[config.mk]
export PLATFORM = sky130hd
export DESIGN_NAME = conv_sequencer
export DESIGN_NICKNAME = d
export VERILOG_FILES = /design/src/rtl/conv_sequencer.sv
export SDC_FILE = /design/constraint.sdc
export NUM_CORES = 1
export LEC_CHECK = 0
export CAP_MARGIN = 0
export CORE_ASPECT_RATIO = 0.8
export CORE_MARGIN = 8
export CORE_UTILIZATION = 30
export CTS_BUF_LIST = sky130_fd_sc_hd__clkbuf_4 sky130_fd_sc_hd__clkbuf_8
export DETAILED_ROUTE_END_ITERATION = 6
export GPL_ROUTABILITY_DRIVEN = 0
export GPL_TIMING_DRIVEN = 0
export SLEW_MARGIN = 20
export SYNTH_ARGS = -nofsm -noshare
export SYNTH_HDL_FRONTEND = slang
export SYNTH_SLANG_ARGS = --single-unit
[constraint.sdc]
create_clock -name clk -period 1.9 [get_ports clk]
set_clock_uncertainty 0.15 [all_clocks]
set_input_delay 0.38 -clock clk [delete_from_list [all_inputs] [get_ports clk]]
set_output_delay 0.38 -clock clk [all_outputs]
set_load 0.01 [all_outputs]
[src/rtl/conv_sequencer.sv]
// conv_sequencer: walks one shared MAC datapath over every filter, output position and kernel tap,
// issuing buffer addresses plus accumulator and write-back strobes.
module conv_sequencer #(
  parameter int DATA_X = 28,
  parameter int DATA_Y = 28,
  parameter int WEIGHT_X = 5,
  parameter int WEIGHT_Y = 5,
  parameter int NUM_FILTERS = 8,
  localparam int CONV_X = DATA_X - WEIGHT_X + 1,
  localparam int CONV_Y = DATA_Y - WEIGHT_Y + 1,
  localparam int TAPS = WEIGHT_X * WEIGHT_Y,
  localparam int DXW = $clog2(DATA_X),
  localparam int DYW = $clog2(DATA_Y),
  localparam int FW = $clog2(NUM_FILTERS),
  localparam int WIW = $clog2(WEIGHT_X),
  localparam int WJW = $clog2(WEIGHT_Y),
  localparam int CXW = $clog2(CONV_X),
  localparam int CYW = $clog2(CONV_Y)
) (
  input  logic           clk,
  input  logic           rst,
  input  logic           start,
  input  logic           stall,
  output logic           busy,
  output logic           done,
  output logic [DXW-1:0] data_x,
  output logic [DYW-1:0] data_y,
  output logic [FW-1:0]  filt,
  output logic [WIW-1:0] w_i,
  output logic [WJW-1:0] w_j,
  output logic           mac_clear,
  output logic           mac_en,
  output logic           wr_en,
  output logic [CXW-1:0] wr_x,
  output logic [CYW-1:0] wr_y
);
  typedef enum logic [1:0] {IDLE, MAC, WRITE, DONE} state_t;
  localparam logic [WIW-1:0] I_LAST = WIW'(WEIGHT_X - 1);
  localparam logic [WJW-1:0] J_LAST = WJW'(WEIGHT_Y - 1);
  localparam logic [CXW-1:0] X_LAST = CXW'(CONV_X - 1);
  localparam logic [CYW-1:0] Y_LAST = CYW'(CONV_Y - 1);
  localparam logic [FW-1:0]  F_LAST = FW'(NUM_FILTERS - 1);
  state_t state_q, state_d;
  logic [FW-1:0]  f_q, f_d;
  logic [CXW-1:0] x_q, x_d;
  logic [CYW-1:0] y_q, y_d;
  logic [WIW-1:0] i_q, i_d;
  logic [WJW-1:0] j_q, j_d;
  logic x_last, y_last, f_last;
  assign x_last = x_q == X_LAST;
  assign y_last = y_q == Y_LAST;
  assign f_last = f_q == F_LAST;
  always_ff @(posedge clk) begin
    if (rst) begin
      state_q <= IDLE;
      f_q <= '0;
      x_q <= '0;
      y_q <= '0;
      i_q <= '0;
      j_q <= '0;
    end else begin
      state_q <= state_d;
      f_q <= f_d;
      x_q <= x_d;
      y_q <= y_d;
      i_q <= i_d;
      j_q <= j_d;
    end
  end
  // every counter wraps to zero on its last value, so the final write leaves all counters cleared for DONE
  always_comb begin
    state_d = state_q;
    f_d = f_q;
    x_d = x_q;
    y_d = y_q;
    i_d = i_q;
    j_d = j_q;
    case (state_q)
      IDLE: state_d = start ? MAC : IDLE;
      MAC: if (!stall) begin
        j_d = (j_q == J_LAST) ? '0 : j_q + 1'b1;
        i_d = (j_q != J_LAST) ? i_q : (i_q == I_LAST) ? '0 : i_q + 1'b1;
        state_d = (j_q == J_LAST && i_q == I_LAST) ? WRITE : MAC;
      end
      WRITE: if (!stall) begin
        y_d = y_last ? '0 : y_q + 1'b1;
        x_d = !y_last ? x_q : x_last ? '0 : x_q + 1'b1;
        f_d = !(y_last && x_last) ? f_q : f_last ? '0 : f_q + 1'b1;
        state_d = (y_last && x_last && f_last) ? DONE : MAC;
      end
      default: state_d = IDLE;
    endcase
  end
  assign busy = state_q != IDLE;
  assign done = state_q == DONE;
  assign mac_en = state_q == MAC && !stall;
  assign mac_clear = mac_en && i_q == '0 && j_q == '0;
  assign wr_en = state_q == WRITE && !stall;
  assign data_x = DXW'(x_q) + DXW'(i_q);
  assign data_y = DYW'(y_q) + DYW'(j_q);
  assign filt = f_q;
  assign w_i = i_q;
  assign w_j = j_q;
  assign wr_x = x_q;
  assign wr_y = y_q;
endmodule

==> results_dict.tcl <==
set metrics [dict create \
    chipHeight_um 75.8 \
    vdd_drop_max_v 0.000345 \
    drive_gt1_share_pct 43.7 \
    rsz0062_at_grt "true" \
    hp-class "input pin to flop" \
    grt-ovfl-total 0 \
    async_reset_ff_share_pct 0 \
    clk_latency_ns 0.27 \
    die_x_um 90.8 \
    dr.pass1.iters 4 \
    timing.hold.ws_ns 0.328 \
    synth.net_count 171 \
    synth-edff-count 0 \
    cts_root_buffer "clkbuf_8" \
    hold_viol 0 \
    ys.flop_type "dfxtp_1" \
    violations "negative setup slack" \
    ys_ff_latch 21 \
    antenna_found_initial 0 \
    drtIter0Drc 58 \
    leakagePower_nw 0.930 \
    std_cell_rows 21 \
    clk_pin_slew_ns 0.08 \
    crit_required_ns 1.37 \
    status "complete, but fails checks" \
    startpoint_type "flop" \
    h-tree-depth 1 \
    sw_frac_of_total_pct 25.3 \
    maxCapViolCount 0 \
    setup.worst_path.end_class "output pin" \
    grt_max_degree 13 \
    cts_tree "yes" \
    cts_made_buffers 3 \
    core_um2 4230 \
    final_antenna_net_count 0 \
    wl_per_cell_um 14.9 \
    viasPerCell 4.98 \
    track_usage_pct 11.3 \
    switchingPower_w 0.000213 \
    worstPathArrival_ns 1.64 \
    drt_wl_total_um 4060 \
    syn_area_per_cell_um2 8.89 \
    start_util_pct 31.7 \
    dieArea_um2 6890 \
    p_int_w 0.000628 \
    fmax_mhz 462 \
    min_period_over_period_pct 114 \
    seqPwrFrac_pct 51.9 \
    syn_inst 151 \
    cts_buffer_depth 2 \
    worst_pin_slew_ns 0.401 \
    ioPinCount 38 \
    via_count 1354 \
    synth_cell_types 44 \
    drc_errors 0 \
    setup_viol 11 \
    nNetsFinal 236 \
    grt_pass1_vias 1305 \
    final_util_pct 52.0 \
    max_slew_margin_pct 73.3 \
    min_period_ns 2.17 \
    antenna_cells 0 \
    grt_pass1_wl_um 6430 \
    p_comb_share_pct 11.4 \
    area_delta_synth_final_pct 63.9 \
    clock_sinks 21 \
    cp_max_fo 2 \
    slew_violations 0 \
    netlist_area_um2 1340 \
    ys_seq_area_share_pct 31.3 \
    pwr-share-clk_pct 36.7 \
    io_buffers 37 \
    crit_type "flop to output pin" \
    yosysWarnings 0 \
    power.density_nw_per_um2 382 \
    fin_ws_ns -0.267 \
    dpl.hpwl_um 2760 \
    final.setup.tns_ns -1.40 \
]
-- worst max-delay path, cell delays in order, from the launching register on --
cell	delay, ns
dfxtp_4	0.37
ha_4	0.13
inv_2	0.03
fa_2	0.33
nor2b_1	0.13
o21ai_1	0.08
xnor2_1	0.15
buf_2	0.15
-- timing repair --
action | 4_1_cts | 5_1_grt
setup buffers | 12 | 12
resized for setup | 94 | 27
endpoints found under the setup margin | 28 | 19
pin swaps | 12 | 8
hold buffers | 0 | 0
-- cells in the final DEF, fill, tap and decap left out, drive strengths merged, types with 4 or more instances in the layout --
cell type / synthesis / final
nor2: 4 / 4
o21ai: 10 / 10
nand2: 7 / 7
inv: 11 / 12
clkbuf: 3 / 5
nor3: 6 / 6
nand3: 4 / 4
dlygate4sd2: 0 / 4
ha: 14 / 14
dfxtp: 21 / 21
clkdlybuf4s50: 0 / 21
buf: 2 / 37
xnor2: 7 / 7
a21oi: 11 / 11
nor2b: 4 / 4
-- cells by family (layout without fill, tap and decap cells) --
kind of cell | Yosys count | after routing | share of synthesized area [%]
buffers and inverters | 17 | 81 | 4.85
adder cells (fa/ha/maj) | 16 | 16 | 16.0
AO/OA/AOI/OAI | 36 | 36 | 17.1
XOR/XNOR | 8 | 8 | 5.22
AND/OR/NAND/NOR | 50 | 50 | 23.0
flip-flops | 21 | 21 | 31.3
multiplexers | 3 | 3 | 2.42
-- worst paths after layout --
| path | from | to | slack (ns) | cells after the start |
|---|---|---|---|---|
| setup / recovery | w_i[0] | data_x[4] | -0.27 | 7 |
| hold / removal | stall | state_q[1] | 0.33 | 2 |
| setup reg to reg | state_q[1] | wr_x[3] | -0.02 | 5 |
| hold reg to reg | wr_y[3] | wr_y[3] | 0.41 | 2 |
-- metrics by stage --
stage                     cells  worst slack [ns]  power, W  cell area, um2
after floorplan             151           0.00854  0.000491            1360
after global placement      245            -0.873  0.000524            1810
after detailed placement    245            -0.881  0.000525            1810
after CTS                   260            -0.292  0.000827            2020
after global routing        272            -0.367  0.000885            2200
final                       272            -0.267  0.000841            2200
-- layout make-up --
type                    instances  area [um2]
plain buffers                   4        25.0
clock buffers                   3        41.3
clock inverters                 1        5.00
fillers                       383        2030
inverters                      12        55.1
multi-input cells             113        1000
flip-flops and latches         21         465
well taps                      57        71.3
repair buffers                 61         533
-- flip-flops by register name, indices dropped and copies added, names as in the netlist --
signal and flops:
wr_x 5, state_q 2, w_j 3, filt 3, w_i 3, wr_y 5
-- power by group through the flow --
stage / combinational, W / clock, W / sequential (W)
floorplan: 0.0000343 / 0 / 0.000457
global placement: 0.0000661 / 0 / 0.000457
detailed placement: 0.0000678 / 0 / 0.000458
CTS: 0.0000735 / 0.000315 / 0.000438
global route: 0.000105 / 0.000343 / 0.000437
finish: 0.0000959 / 0.000309 / 0.000436
-- Yosys cell counts (2+ instances only) --
cell      number  area share, %
a21o_1         3            1.7
a21oi_1       11            4.1
a311oi_1       2            1.3
a31o_2         3            2.0
and2_1         3            1.4
and4b_1        3            2.2
clkbuf_1       3           0.84
dfxtp_1       21             31
fa_1           2            3.0
ha_1          14             13
inv_1         10            2.8
nand2_1        7            2.0
nand3_1        4            1.5
nand3b_1       2            1.1
nand4b_1       2            1.3
nor2_1         4            1.1
nor2b_1        4            1.9
nor3_1         6            2.2
o21ai_0       10            3.7
o311ai_0       2            1.3
o41ai_1        2            1.3
or3_1          2           0.93
or3b_1         2            1.3
or4_1          3            1.7
xnor2_1        7            4.6
-- routing by layer --
layer | part of all wire [%] | vias to the layer above | global-route usage (%)
met4 | 0.27 | 0 | 1.45
met1 | 46 | 643 | 13.9
met5 | 0 | - | 0
met2 | 49 | 25 | 19.4
li1 | - | 684 | -
met3 | 4.2 | 2 | 3.74
Note: power is estimated with default switching activity, not from simulation.
